==> src/rtl/mem_stage.sv <==
// ---------------------------------------------------------------------------
// mem_stage
//
// Memory-access stage of a five-stage MIPS pipeline, sitting between execute
// and writeback. One instruction is accepted at a time. Loads and stores are
// issued on a simple data bus: a request is raised and held until the bus
// reports data_ok.
//
// Handshake (execute -> mem): an instruction transfers on a rising edge where
// ex_valid & mem_ready are both high. mem_ready depends only on stage state
// and reset, never on ex_valid. Bus side: dreq_valid stays high with
// addr/strobe/data frozen until dresp_data_ok is seen high at a rising edge;
// that edge completes the request. Writeback never stalls, so wb_* is a plain
// register and wb_valid is a one-cycle pulse per retired instruction.
//
// Ports
//   clk, reset           clock; synchronous active-low reset
//   ex_valid/mem_ready   execute -> mem handshake
//   ex_*                 instruction fields from execute
//   dreq_*               data bus request (valid, addr, strobe, data)
//   dresp_data_ok/data   data bus completion and raw load word
//   wb_*                 registered bundle for writeback, incl. wb_misalign
//   dbg_state            current FSM state (0 = IDLE, 1 = BUSY)
// ---------------------------------------------------------------------------
module mem_stage (
  input  logic        clk,
  input  logic        reset,

  input  logic        ex_valid,
  output logic        mem_ready,
  input  logic [31:0] ex_alu_result,
  input  logic [31:0] ex_store_data,
  input  logic        ex_mem_read,
  input  logic        ex_mem_write,
  input  logic [1:0]  ex_mem_size,
  input  logic        ex_mem_unsigned,
  input  logic        ex_mem_to_reg,
  input  logic        ex_reg_write,
  input  logic [4:0]  ex_regfile_wa,

  output logic        dreq_valid,
  output logic [31:0] dreq_addr,
  output logic [3:0]  dreq_strobe,
  output logic [31:0] dreq_data,
  input  logic        dresp_data_ok,
  input  logic [31:0] dresp_data,

  output logic        wb_valid,
  output logic [31:0] wb_alu_result,
  output logic [31:0] wb_read_data,
  output logic        wb_mem_to_reg,
  output logic        wb_reg_write,
  output logic [4:0]  wb_regfile_wa,
  output logic        wb_misalign,

  output logic [0:0]  dbg_state
);

  typedef enum logic [0:0] {
    IDLE = 1'b0,
    BUSY = 1'b1
  } state_t;

  localparam logic [1:0] SIZE_BYTE = 2'b00;
  localparam logic [1:0] SIZE_HALF = 2'b01;

  state_t state_q;
  state_t state_d;

  // Fields latched at acceptance of a memory op, used while BUSY.
  logic [31:0] addr_q;
  logic [1:0]  size_q;
  logic        unsigned_q;
  logic        store_q;
  logic        mem_to_reg_q;
  logic        reg_write_q;
  logic [4:0]  wa_q;

  // Request-side registers.
  logic [31:0] dreq_addr_q;
  logic [3:0]  dreq_strobe_q;
  logic [31:0] dreq_data_q;

  // Writeback registers.
  logic        wb_valid_q;
  logic [31:0] wb_alu_result_q;
  logic [31:0] wb_read_data_q;
  logic        wb_mem_to_reg_q;
  logic        wb_reg_write_q;
  logic [4:0]  wb_regfile_wa_q;
  logic        wb_misalign_q;

  // Decode of the incoming instruction.
  logic        in_is_mem;
  logic        in_is_store;
  logic        in_misalign;
  logic        accept;
  logic [3:0]  in_strobe;
  logic [31:0] in_lane_data;

  // FSM control strobes.
  logic        capture;
  logic        retire_direct;
  logic        retire_mem;

  // Load extraction.
  logic [7:0]  load_byte;
  logic [15:0] load_half;
  logic [31:0] load_ext;

  // ---------------------------------------------------------------------
  // Input decode
  // ---------------------------------------------------------------------
  assign mem_ready   = reset & (state_q == IDLE);
  assign accept      = ex_valid & mem_ready;
  assign in_is_mem   = ex_mem_read | ex_mem_write;
  // When both read and write are set the op is a store.
  assign in_is_store = ex_mem_write;

  // Size 11 is treated like a word, so size[1] alone selects word checks.
  always_comb begin
    in_misalign = 1'b0;
    if (in_is_mem) begin
      if (ex_mem_size == SIZE_HALF) begin
        in_misalign = ex_alu_result[0];
      end else if (ex_mem_size[1]) begin
        in_misalign = (ex_alu_result[1:0] != 2'b00);
      end
    end
  end

  // Store lane placement. The data is replicated across lanes so the
  // strobe alone picks which bytes memory takes.
  always_comb begin
    in_strobe    = 4'b0000;
    in_lane_data = ex_store_data;
    if (ex_mem_size == SIZE_BYTE) begin
      in_lane_data = {4{ex_store_data[7:0]}};
      in_strobe    = 4'b0001 << ex_alu_result[1:0];
    end else if (ex_mem_size == SIZE_HALF) begin
      in_lane_data = {2{ex_store_data[15:0]}};
      in_strobe    = 4'b0011 << ex_alu_result[1:0];
    end else begin
      in_lane_data = ex_store_data;
      in_strobe    = 4'b1111;
    end
  end

  // ---------------------------------------------------------------------
  // FSM: next state and control strobes
  // ---------------------------------------------------------------------
  always_comb begin
    state_d       = state_q;
    capture       = 1'b0;
    retire_direct = 1'b0;
    retire_mem    = 1'b0;
    case (state_q)
      IDLE: begin
        if (accept) begin
          if (in_is_mem && !in_misalign) begin
            capture = 1'b1;
            state_d = BUSY;
          end else begin
            // Non-memory and misaligned ops retire on the next edge
            // without touching the bus.
            retire_direct = 1'b1;
          end
        end
      end
      BUSY: begin
        if (dresp_data_ok) begin
          retire_mem = 1'b1;
          state_d    = IDLE;
        end
      end
      default: state_d = IDLE;
    endcase
  end

  always_ff @(posedge clk) begin
    if (!reset) begin
      state_q <= IDLE;
    end else begin
      state_q <= state_d;
    end
  end

  // ---------------------------------------------------------------------
  // Load extraction from the raw bus word, using the latched offset.
  // ---------------------------------------------------------------------
  always_comb begin
    load_byte = dresp_data[7:0];
    case (addr_q[1:0])
      2'b00: load_byte = dresp_data[7:0];
      2'b01: load_byte = dresp_data[15:8];
      2'b10: load_byte = dresp_data[23:16];
      2'b11: load_byte = dresp_data[31:24];
      default: load_byte = dresp_data[7:0];
    endcase
  end

  assign load_half = addr_q[1] ? dresp_data[31:16] : dresp_data[15:0];

  always_comb begin
    load_ext = dresp_data;
    if (size_q == SIZE_BYTE) begin
      load_ext = unsigned_q ? {24'h000000, load_byte}
                            : {{24{load_byte[7]}}, load_byte};
    end else if (size_q == SIZE_HALF) begin
      load_ext = unsigned_q ? {16'h0000, load_half}
                            : {{16{load_half[15]}}, load_half};
    end
  end

  // ---------------------------------------------------------------------
  // Latched instruction and bus request registers
  // ---------------------------------------------------------------------
  always_ff @(posedge clk) begin
    if (!reset) begin
      addr_q        <= 32'h0;
      size_q        <= 2'b00;
      unsigned_q    <= 1'b0;
      store_q       <= 1'b0;
      mem_to_reg_q  <= 1'b0;
      reg_write_q   <= 1'b0;
      wa_q          <= 5'd0;
      dreq_addr_q   <= 32'h0;
      dreq_strobe_q <= 4'b0000;
      dreq_data_q   <= 32'h0;
    end else if (capture) begin
      addr_q        <= ex_alu_result;
      size_q        <= ex_mem_size;
      unsigned_q    <= ex_mem_unsigned;
      store_q       <= in_is_store;
      mem_to_reg_q  <= ex_mem_to_reg;
      reg_write_q   <= ex_reg_write;
      wa_q          <= ex_regfile_wa;
      dreq_addr_q   <= ex_alu_result;
      dreq_strobe_q <= in_is_store ? in_strobe : 4'b0000;
      dreq_data_q   <= in_lane_data;
    end
  end

  // Request fields only change on capture, which happens only in IDLE, so
  // they are stable for the whole time dreq_valid is high.
  assign dreq_valid  = (state_q == BUSY);
  assign dreq_addr   = dreq_addr_q;
  assign dreq_strobe = dreq_strobe_q;
  assign dreq_data   = dreq_data_q;

  // ---------------------------------------------------------------------
  // Writeback register
  // ---------------------------------------------------------------------
  always_ff @(posedge clk) begin
    if (!reset) begin
      wb_valid_q      <= 1'b0;
      wb_misalign_q   <= 1'b0;
      wb_alu_result_q <= 32'h0;
      wb_read_data_q  <= 32'h0;
      wb_mem_to_reg_q <= 1'b0;
      wb_reg_write_q  <= 1'b0;
      wb_regfile_wa_q <= 5'd0;
    end else begin
      wb_valid_q    <= retire_direct | retire_mem;
      wb_misalign_q <= retire_direct & in_misalign;
      if (retire_direct) begin
        wb_alu_result_q <= ex_alu_result;
        wb_read_data_q  <= 32'h0;
        wb_mem_to_reg_q <= ex_mem_to_reg;
        // A misaligned access must not update the register file.
        wb_reg_write_q  <= ex_reg_write & ~in_misalign;
        wb_regfile_wa_q <= ex_regfile_wa;
      end else if (retire_mem) begin
        wb_alu_result_q <= addr_q;
        wb_read_data_q  <= store_q ? 32'h0 : load_ext;
        wb_mem_to_reg_q <= mem_to_reg_q;
        wb_reg_write_q  <= reg_write_q;
        wb_regfile_wa_q <= wa_q;
      end
    end
  end

  assign wb_valid      = wb_valid_q;
  assign wb_misalign   = wb_misalign_q;
  assign wb_alu_result = wb_alu_result_q;
  assign wb_read_data  = wb_read_data_q;
  assign wb_mem_to_reg = wb_mem_to_reg_q;
  assign wb_reg_write  = wb_reg_write_q;
  assign wb_regfile_wa = wb_regfile_wa_q;
  assign dbg_state     = state_q;

endmodule

==> config.mk <==
export PLATFORM = sky130hd
export DESIGN_NAME = mem_stage
export DESIGN_NICKNAME = d
export VERILOG_FILES = /design/src/rtl/mem_stage.sv
export SDC_FILE = /design/constraint.sdc
export NUM_CORES = 1
export LEC_CHECK = 0
export ABC_AREA = 1
export CORE_UTILIZATION = 41
export DETAILED_ROUTE_END_ITERATION = 12
export PLACE_DENSITY = 0.86
export SLEW_MARGIN = 25
export SYNTH_ARGS = -nofsm -noshare
export SYNTH_HDL_FRONTEND = slang
export SYNTH_SLANG_ARGS = --single-unit
==> constraint.sdc <==
create_clock -name clk -period 1.6 [get_ports clk]
set_clock_uncertainty 0.2 [all_clocks]
set_input_delay 0.32 -clock clk [delete_from_list [all_inputs] [get_ports clk]]
set_output_delay 0.32 -clock clk [all_outputs]
set_load 0.03 [all_outputs]
==> run summary, run 1 <==
The flow ran to the end, but the final reports show violations. The final reports fail on setup timing. The net count of the finished layout is 1473. Hold timing on the final database bottoms out at a slack of 0.241 ns. The tools report the post-route worst setup slack as -0.0890 ns.

The synthesized-area fraction occupied by ao, oa, aoi and oai cells was 0.126. The internal portion of the total power is 7.25 mW. The arrival time reported for the critical path endpoint is 1.84 ns, and the sequential share of power is 0.398. Input and output buffers added on the ports amount to 255.

Combinational group share of total power: 0.215. The number of library cell types mapped by synthesis was 28; the via count of the first global-routing pass was 8133. The combinational family with the most area after synthesis was simple AND/OR/NAND/NOR gates. The slowest stage of the critical path is the sky130_fd_sc_hd__clkdlybuf4s50_1 cell. The logs give 0 for the total grt overflow and 8588 for the via count. By count the netlist is led by sky130_fd_sc_hd__nand2_1 (315), sky130_fd_sc_hd__dfxtp_1 (153), sky130_fd_sc_hd__nor2_1 (144). The start-to-end type of the worst setup path is primary input to flop. The worst hold path belongs to the class primary input to flop. In this design, the stage delay of the slowest critical-path cell is 0.50 ns.

The logs give 0.419 for the register area share after synthesis and 5 for the number of detailed-route iterations in the first pass. Final number of hold-violating endpoints: 0. Among all cell types in the netlist, the one instantiated most often is sky130_fd_sc_hd__nand2_1. The area share of the leading cell type in the synthesized netlist is 0.419.

TritonCTS built the clock tree. Synthesis inferred 153 register bits. The cell leakage power came out at 5.09 nW. Across the run, the number of max-cap violations was 0. The logs give 0 for the total inserted antenna cells and 1541 for the post-placement cell count. The area fraction in and, or, nand and nor cells after synthesis is 0.376. The total of warnings raised by yosys is 0, and the latest clock arrival within the worst-skew pair is 0.43 ns.

The tools report the die footprint as 18400 sq um. The number of vias per cell was 5.38; the number of endpoints failing setup at the final stage was 124. For the number of non-filler instances in the completed layout, the log shows 1595. The combined flip-flop and latch cell area is 3070 sq um, and the post-synthesis xor/xnor area fraction is 0.

Clock network power share: 0.387. The proportion of synthesized flip-flops having asynchronous set or reset was 0. For the finished layout, the period the worst path requires is 1.69 ns. Buffers inserted during clock tree synthesis total 17. In this run, the number of DRC markers left after iteration 0 of detailed routing was 558. The fraction of the cycle the final worst path needs was 1.06; the core footprint was 17400 sq um.

The tools report the post-place instance area as 10700 sq um. The average instance in the mapped netlist occupies 6.78 sq um. The utilization of the core after routing was 0.659. The tools report the total half-perimeter wirelength after legalization and detailed placement as 17600 um. VDD sags by at most 0.746 mV.

The logs give 1078 for the synthesized instance count and 256 for the count of pins on the block boundary. The share of cells above drive strength 1 came out at 0.239. The critical path goes through clkdlybuf4s50_1, or2_4, buf_4, nand2_4, nor2_8, buf_8, buf_12, nand2_1, a21oi_1.

For the final setup TNS, the log shows -5.11 ns. Setup repair after global routing could not meet its margin everywhere. Summed over all instances, the cell type with the most area after synthesis is sky130_fd_sc_hd__dfxtp_1. Switching part of the total: 0.298.

The worst slack at placement is -0.625 ns, and the net switching power is 3.07 mW. After routing the design area is 11400 sq um. The multi-input combinational cells in the finished layout cover a total of 3890 sq um.

Fill cells in the final layout number 1481. Area added between synthesis and finish: 56.3%. The share of synthesized cell area in full adder, half adder and majority cells came out at 0.00684. The clock net in this run drives a total of 153 sinks. The net count after synthesis is 1194, and the count of pins over their slew limit is 0.

Among all flip-flop cells after synthesis, the most frequent one is sky130_fd_sc_hd__dfxtp_1. The worst-path maximum fanout is 13. The initial antenna violation count was 0; the maximum number of pins on one net before global-route repair was 60. The logs give 0.456 for the relative slew slack and 592 MHz for the maximum clock frequency. The floorplan step set the die width to 136 um. The tools report the total detailed-routing wirelength as 27800 um. The tools report the sort of element at the end of the critical path as a flop. The root buffer cell is sky130_fd_sc_hd__clkbuf_16. The global placer's final weighted congestion was 0.910; the worst-case clock buffer depth was 2. The run gives 0.294 as the total global-route track usage.

The die is 136 um tall. The wire length per cell was 17.4 um. The count of nets left with antenna violations once routing finished came out at 0.

The synthesized netlist occupies a cell area of 7310 sq um. The synthesized design contains 0 enable-type register cells. At the worst endpoint, the required time is 1.75 ns.

The number of H-tree levels came out at 4. The effective utilization at floorplan is 0.421, and the total power after layout is 10.3 mW. The kind of launch point of the worst setup path was a primary input. After clock tree synthesis, the clock-pin slew on the worst setup and hold paths is 0.07 ns. At the pin with the least slew margin, the transition time is 0.816 ns. In this run the power density over the cells is 903 nW/um^2. Row generation in the floorplan step produced 48 rows.

Yosys attributes the largest share of cell area to sky130_fd_sc_hd__dfxtp_1 (42%), sky130_fd_sc_hd__nand2_1 (16%), sky130_fd_sc_hd__nor2_1 (7.4%). The global-route wire length before repair was 42000 um; the DRC violation count after routing was 0. The mux cell area share after synthesis came out at 0.
[path summary, 6_finish.rpt]
check,from,end,slack [ns],depth (start not counted)
max reg2reg,dreq_addr[1]$_SDFFE_PN0P_,wb_read_data[9]$_SDFFE_PP0P_,-0.07,8
min reg2reg,wb_read_data[22]$_SDFFE_PP0P_,wb_read_data[22]$_SDFFE_PP0P_,0.26,2
min,ex_alu_result[1],dreq_addr[1]$_SDFFE_PN0P_,0.24,4
max,ex_mem_write,dreq_data[23]$_SDFFE_PN0P_,-0.09,9
[critical path: cells and delay by family]
kind | cells | cell delay (ns)
AOI/OAI and AO/OA | 1 | 0.12
buffers and inverters | 4 | 0.93
and+or+nand+nor | 4 | 0.46
[cell type report]
class,instances,area share
Clock buffer,20,0.0408
Clock inverter,12,0.00996
Inverter,28,0.0109
Multi-Input combinational cell,815,0.340
Sequential cell,153,0.269
Tap cell,225,0.0246
Timing Repair Buffer,342,0.305
[power by group through the flow]
stage	Combinational (mW)	Clock [mW]	Sequential [mW]
finish	2.22	3.99	4.11
global placement	2.03	0	4.19
floorplan	0.739	0	4.48
global route	2.36	4.20	4.13
CTS	2.08	4.04	4.11
detailed placement	2.06	0	4.20
[what timing repair did]
item                       CTS  global route
resized for setup          522            88
pin swaps                    9             4
cloned                       5             6
setup endpoints to repair  270           183
hold buffers                 0             0
setup buffers                8             3
[per-layer routing]
metal | up-vias | track usage | part of all wire | wire (um)
met5 | - | 0 | 0 | 0
met4 | 0 | 0.149 | 0.041 | 1130
met3 | 99 | 0.0629 | 0.079 | 2210
met2 | 448 | 0.495 | 0.48 | 13400
met1 | 3959 | 0.352 | 0.40 | 11000
li1 | 4082 | - | - | -
[layout by cell type, fill, tap and decap left out, types with 7 or more instances in the layout]
| master | count |
|---|---|
| sky130_fd_sc_hd__a21oi_1 | 83 |
| sky130_fd_sc_hd__a21oi_2 | 18 |
| sky130_fd_sc_hd__buf_12 | 41 |
| sky130_fd_sc_hd__buf_2 | 92 |
| sky130_fd_sc_hd__buf_4 | 46 |
| sky130_fd_sc_hd__buf_6 | 19 |
| sky130_fd_sc_hd__clkbuf_16 | 22 |
| sky130_fd_sc_hd__clkdlybuf4s15_2 | 21 |
| sky130_fd_sc_hd__clkdlybuf4s50_1 | 106 |
| sky130_fd_sc_hd__dfxtp_1 | 150 |
| sky130_fd_sc_hd__inv_1 | 18 |
| sky130_fd_sc_hd__inv_6 | 7 |
| sky130_fd_sc_hd__nand2_1 | 306 |
| sky130_fd_sc_hd__nand2_2 | 9 |
| sky130_fd_sc_hd__nand3_1 | 101 |
| sky130_fd_sc_hd__nand3b_1 | 44 |
| sky130_fd_sc_hd__nand4_1 | 8 |
| sky130_fd_sc_hd__nor2_1 | 137 |
| sky130_fd_sc_hd__nor2_2 | 8 |
| sky130_fd_sc_hd__o21ai_0 | 67 |
| sky130_fd_sc_hd__o21ai_1 | 10 |
[cells by family after synthesis]
kind of cell / Yosys count
adders and majority gates: 4
DFF: 153
buffers and inverters: 110
and+or+nand+nor: 629
AOI/OAI and AO/OA: 182
Power figures use the tool's default switching activity.
==> run 2, diff against run 1 <==
--- a/config.mk
+++ b/config.mk
@@ -6,9 +6,11 @@
 export NUM_CORES = 1
 export LEC_CHECK = 0
 export ABC_AREA = 1
+export CORE_ASPECT_RATIO = 0.9
 export CORE_UTILIZATION = 41
 export DETAILED_ROUTE_END_ITERATION = 12
-export PLACE_DENSITY = 0.86
+export HOLD_SLACK_MARGIN = 0.12
+export PLACE_DENSITY = 0.73
 export SLEW_MARGIN = 25
 export SYNTH_ARGS = -nofsm -noshare
 export SYNTH_HDL_FRONTEND = slang
==> run summary, run 2 (same netlist as run 1, synthesis figures left out) <==
For the effective utilization at floorplan, the log shows 0.426. The cell with the most instances on the worst path is sky130_fd_sc_hd__nor2_1. The critical path goes through nor2_4, nand2_2, clkinv_4, nand2_4, nor2_8, inv_8, clkbuf_16, nor2_1, nor2_1. The checks that failed: setup timing. Sort of element at the end of the critical path: a flop. The total power after layout was 10.4 mW. The required time at the worst-slack endpoint was 1.72 ns. The setup path with the least slack is of type flop to flop. The number of endpoints failing setup at the final stage came out at 53. The first detailed-routing pass took 5 iterations. The post-route worst setup slack was -0.0430 ns. The startpoint of the tightest hold check path is ex_alu_result[1]. For this run, design rule violations remaining after detail routing come to 0.

The number of max-cap violations came out at 0. The share of cells above drive strength 1 was 0.226; the number of inserted filler cells in the final layout was 1473. On the worst path, the slowest cell contributes a delay of 0.34 ns.

Entering global routing, the biggest net connects 60 pins. The run gives 1475 as the net total in the final layout. The arrival time reported for the critical path endpoint came out at 1.76 ns. The class of the tightest hold or removal check was primary input to flop. The root buffer cell was sky130_fd_sc_hd__clkbuf_16.

The analysis attributes to cell leakage a power of 5.11 nW. In the final routed layout, each cell accounts on average for 16.5 um. Summed over all nets, the half-perimeter wirelength after detailed placement is 17100 um.

The maximum clock frequency was 609 MHz. The initial antenna violation count is 2, and the clock period minus final worst setup slack is 1.64 ns. The H-tree was split into 4 levels. IR analysis of the VDD net gives a maximum drop of 0.785 mV. The tools report the relative slew slack as 0.511. The die footprint came out at 18400 sq um. The clock drives 153 sinks. Count of port buffers added during placement: 255. The global placer's final weighted congestion came out at 0.905. The tools report the total global-route track usage as 0.288. Wires add up to 26500 um. Setup repair after global routing could not meet its margin everywhere. The flow ran to the end, but the final reports show violations. Counting the buffers created by CTS gives 17. The logs give 0.43 ns for the latest clock arrival within the worst-skew pair and 0 for the count of pins over their slew limit. The number of placement rows was 45. For this design, the slowest cell found on the critical path is sky130_fd_sc_hd__dfxtp_2.

The via count was 8394. The via count of the first global-routing pass was 7878; the transition at the pin with the smallest max-transition slack was 0.733 ns. The worst-path maximum fanout was 10. In this run the worst setup path begins at dbg_state$_SDFF_PN0_. The clock transition at the register clock pins on the worst setup and hold paths after CTS came out at 0.06 ns. The area growth from synthesis to layout is 57.6%.

The count of pins on the block boundary came out at 256. The final number of hold-violating endpoints came out at 0. The die is 143 um wide.

Using the TritonRoute via totals, the vias-per-cell ratio works out to 5.22. Leaving out fill and tap cells, the most frequent cells in the layout are sky130_fd_sc_hd__nand2_1 (311), sky130_fd_sc_hd__dfxtp_1 (150), sky130_fd_sc_hd__nor2_1 (133). The area of combinational cells with multiple inputs came out at 3860 sq um.

The first global-routing pass estimated 41000 um of wire. In this run the critical register-to-register path is launched from dbg_state$_SDFF_PN0_. The tools report the kind of launch point of the worst setup path as a flop.

The run gives -0.735 ns as the worst slack at placement. In this run the standard cell core region covers 17200 sq um. The antenna violation net count after detailed routing came out at 0. TritonCTS built the clock tree.

After global routing the overflow that remains totals 0. Combined flip-flop and latch cell area: 3070 sq um. Leaving out fill and tap cells, the most frequent cell in the layout is sky130_fd_sc_hd__nand2_1. For the area of all placed cells without fillers, the log shows 11500 sq um. After the first detailed-routing iteration, the DRC count stood at 480.

Power spread over the standard cell area amounts to 907 nW/um^2. The die height was 129 um; the post-place instance area was 10700 sq um. The worst-case clock buffer depth was 2; the fraction of the cycle the final worst path needs was 1.03.
==> run 2: cell count changes in the layout (fill, tap and decap cells not counted), sizes merged <==
cell | previous run | this run
clkdlybuf4s15 | 21 | 28
buf | 204 | 201
clkbuf | 25 | 23
clkdlybuf4s50 | 106 | 104
diode | 0 | 2
inv | 32 | 30
bufbuf | 1 | 0
bufinv | 1 | 2
clkinv | 5 | 6
dlygate4sd2 | 4 | 5
dlymetal6s2s | 0 | 1
nand2 | 320 | 321
==> run 2: final cells by class <==
cell class,instances,share of cell area
multi-input cells,816,0.335
repair buffers,343,0.310
flip-flops and latches,153,0.267
clock buffers,20,0.0396
well taps,235,0.0255
clock inverters,12,0.0122
inverters,28,0.0106
diodes,2,0.000434
==> run 2: timing repair <==
item,CTS,global route
hold buffers,0,0
endpoints found under the setup margin,261,210
pin swaps,4,4
setup buffers,10,1
resized for setup,438,103
cloned,8,4
==> run 2: stage by stage <==
step / instances / setup TNS, ns / hold slack [ns] / utilization
2_1_floorplan: 1078 / -11.74 / 0.234 / -
3_5_place_dp: 1553 / -89.77 / 0.250 / 0.623
3_3_place_gp: 1553 / -83.42 / 0.245 / 0.623
6_report: 1609 / -0.650 / 0.213 / 0.671
4_1_cts: 1603 / -0.0216 / 0.206 / 0.675
5_1_grt: 1609 / -8.45 / 0.247 / 0.671
==> run 2: worst paths after layout <==
| check | cells after the start | end | slack (ns) |
|---|---|---|---|
| hold / removal | 4 | dreq_addr[1]$_SDFFE_PN0P_ | 0.21 |
| setup / recovery | 9 | wa_q[0]$_SDFFE_PN0P_ | -0.04 |
| setup reg to reg | 9 | wa_q[0]$_SDFFE_PN0P_ | -0.04 |
| hold reg to reg | 2 | dreq_data[21]$_SDFFE_PN0P_ | 0.26 |
==> run 2: metal layers <==
| layer | wire [um] | global-route usage | vias up |
|---|---|---|---|
| met5 | 0 | 0 | - |
| met3 | 2370 | 0.0789 | 69 |
| met4 | 980 | 0.134 | 0 |
| met2 | 12400 | 0.471 | 385 |
| li1 | - | - | 4091 |
| met1 | 10800 | 0.353 | 3849 |
==> run 2: critical path: cells and delay by family (launching register included) <==
kind | cells | cell delay [ns]
AND/OR/NAND/NOR | 6 | 0.63
flip-flops | 1 | 0.34
buffers and inverters | 3 | 0.36
==> run 2: where the power goes <==
part | leakage [nW] | switching [mW] | internal, mW
sequential | 1.25 | 0.132 | 3.99
clock | 0.289 | 1.70 | 2.41
combinational | 3.57 | 1.21 | 1.01
total | 5.11 | 3.05 | 7.40
==> run 3, diff against run 2 <==
--- a/config.mk
+++ b/config.mk
@@ -9,6 +9,7 @@
 export CORE_ASPECT_RATIO = 0.9
 export CORE_UTILIZATION = 41
 export DETAILED_ROUTE_END_ITERATION = 12
+export GPL_ROUTABILITY_DRIVEN = 0
 export HOLD_SLACK_MARGIN = 0.12
 export PLACE_DENSITY = 0.73
 export SLEW_MARGIN = 25
==> run summary, run 3 (same netlist as run 1, synthesis figures left out) <==
The logs give 0.312 for the total global-route track usage and 8329 for the via count of the first global-routing pass. The switching part of the total is 0.298. Entering global routing, the biggest net connects 60 pins.

The logs give 1 for the initial antenna violation count and 1.72 ns for the required time at the worst-slack endpoint. For the pin with the worst max-slew slack, the measured transition is 0.766 ns. Setup repair after global routing could not meet its margin everywhere. Latest clock arrival within the worst-skew pair: 0.43 ns.

The kind of launch point of the worst setup path was a flop. For the total half-perimeter wirelength after legalization and detailed placement, the log shows 17200 um. The clock network power share was 0.382; the area added between synthesis and finish was 68.5%. The count of port buffers added during placement came out at 255. Total power for the finished layout comes to 10.8 mW. Most common cell after layout, fill and taps aside: sky130_fd_sc_hd__nand2_1. In the layout the commonest cells are sky130_fd_sc_hd__nand2_1 (299), sky130_fd_sc_hd__dfxtp_1 (150), sky130_fd_sc_hd__nor2_1 (104), sky130_fd_sc_hd__clkdlybuf4s50_1 (104), sky130_fd_sc_hd__nand3_1 (95).

For the combinational group share of total power, the log shows 0.234. The ratio of total power to cell area came out at 873 nW/um^2. The die width came out at 143 um. The run finished, with violations left. The post-route worst setup slack came out at -0.152 ns. Timing would allow up to 571 MHz.

For this design the top-level I/O count stands at 256. The worst-case clock buffer depth was 2. In this run the vertical extent of the chip is 129 um.

The tool flagged a number of max-cap violations equal to 0. The run gives 7.54 mW as the internal power contribution. The worst slack at placement came out at -0.701 ns. Summed over all cells, the static leakage comes to 5.33 nW. The fraction of the cycle the final worst path needs was 1.09. The wire length per cell is 18.9 um. Once detail routing completed, the nets flagged for antenna violations numbered 0. The region available for standard cell placement spans 17200 sq um.

The tools report the root buffer cell as sky130_fd_sc_hd__clkbuf_16. The number of clock buffers added by TritonCTS is 17. The checks that failed: setup timing.

In this run the core area contains 45 standard-cell rows. The final number of hold-violating endpoints was 0; the net total in the final layout was 1500. The run gives 0.426 as the effective utilization at floorplan. The first global-routing pass estimated 44200 um of wire. After global routing the overflow that remains totals 0. The critical path is of the flop to flop type. The tools report the utilization of the core after routing as 0.717. The total detailed-routing wirelength is 30900 um, and the worst-path maximum fanout is 22. Setup violations remaining at the end of the flow were counted as 104. The net switching power was 3.21 mW. Share of cells above drive strength 1: 0.288.

At the worst endpoint, the arrival time is 1.87 ns. For this block, the initial DRC count from the detailed router was 662. The logs give 153 for the number of sinks driven by the clock tree and 0.384 for the sequential share of power. The count of pins over their slew limit is 0. Using the TritonRoute via totals, the vias-per-cell ratio works out to 5.49. Clock-pin slew was measured on the worst setup and hold paths at 0.07 ns.

The H-tree was split into 4 levels. The DRC violation count after routing is 0, and the final hold slack is 0.143 ns. TritonCTS built the clock tree.

The path class of the tightest hold or removal check is primary input to flop. The run gives 0.489 as the relative slew slack. The run gives 18400 sq um as the die footprint.

The worst setup path is captured at a flop. The worst path in the final design needs a cycle of 1.75 ns, including I/O delays and setup. The number of detailed-route iterations in the first pass is 5. The routed layout has 8959 vias. Worst voltage drop across the vdd grid: 0.836 mV. The number of inserted filler cells in the final layout was 1310.
-- run 3: changes by cell type in the layout (fill, tap and decap cells not counted), sizes merged --
cell,delta
clkdlybuf4s18,+1
dlygate4sd2,-4
clkdlybuf4s15,+8
dlymetal6s2s,-1
clkbuf,+3
diode,-1
buf,+16
bufbuf,+1
-- run 3: cell type report --
type	count	area [sq um]	share of cell area
multi-input combinational	816	4120	0.334
timing repair buffer	368	4110	0.334
sequential	153	3070	0.249
clock buffer	19	453	0.0368
tap	235	294	0.0239
clock inverter	12	140	0.0114
inverter	28	130	0.0106
antenna	1	2.50	0.000203
-- run 3: final timing paths --
kind | startpoint | end | slack, ns | cells after the start
max | dbg_state$_SDFF_PN0_ | dreq_data[8]$_SDFFE_PN0P_ | -0.15 | 10
min | ex_alu_result[0] | dreq_addr[0]$_SDFFE_PN0P_ | 0.14 | 4
max reg2reg | dbg_state$_SDFF_PN0_ | dreq_data[8]$_SDFFE_PN0P_ | -0.15 | 10
min reg2reg | reg_write_q$_SDFFE_PN0P_ | reg_write_q$_SDFFE_PN0P_ | 0.26 | 2
-- run 3: what timing repair did --
| item | 4_1_cts | 5_1_grt |
|---|---|---|
| setup buffers | 17 | 15 |
| hold buffers | 0 | 0 |
| endpoints found under the setup margin | 263 | 205 |
| resized for setup | 505 | 154 |
| gates cloned | 15 | 8 |
| pin swaps | 13 | 18 |
-- run 3: power groups by stage --
stage | Sequential, mW | Combinational (mW) | Clock (mW)
after global routing | 4.14 | 2.64 | 4.29
after detailed placement | 4.20 | 2.07 | 0
after global placement | 4.20 | 2.05 | 0
after CTS | 4.12 | 2.33 | 4.15
after floorplan | 4.48 | 0.739 | 0
final | 4.13 | 2.51 | 4.11
-- run 3: routing by layer --
metal,up-vias,routed length (um),GRT usage
li1,4139,-,-
met1,4182,11900,0.371
met2,523,14700,0.537
met3,115,3030,0.0759
met4,0,1330,0.136
met5,-,0,0
-- run 3: through the flow --
stage	TNS, ns	cells	area, sq um
2_1_floorplan	-11.74	1078	7390
3_3_place_gp	-82.34	1551	10700
3_5_place_dp	-90.44	1551	10700
4_1_cts	-2.63	1614	11900
5_1_grt	-13.66	1632	12300
6_report	-7.46	1632	12300
-- run 3: critical path, stage by stage (launching register included) --
cell	delay, ns
sky130_fd_sc_hd__dfxtp_4	0.36
sky130_fd_sc_hd__nor2_4	0.09
sky130_fd_sc_hd__nand2_2	0.09
sky130_fd_sc_hd__clkinv_4	0.11
sky130_fd_sc_hd__nand2_8	0.07
sky130_fd_sc_hd__nor2_8	0.14
sky130_fd_sc_hd__buf_12	0.15
sky130_fd_sc_hd__inv_12	0.06
sky130_fd_sc_hd__buf_12	0.15
sky130_fd_sc_hd__nor2_1	0.12
sky130_fd_sc_hd__nor2_1	0.08
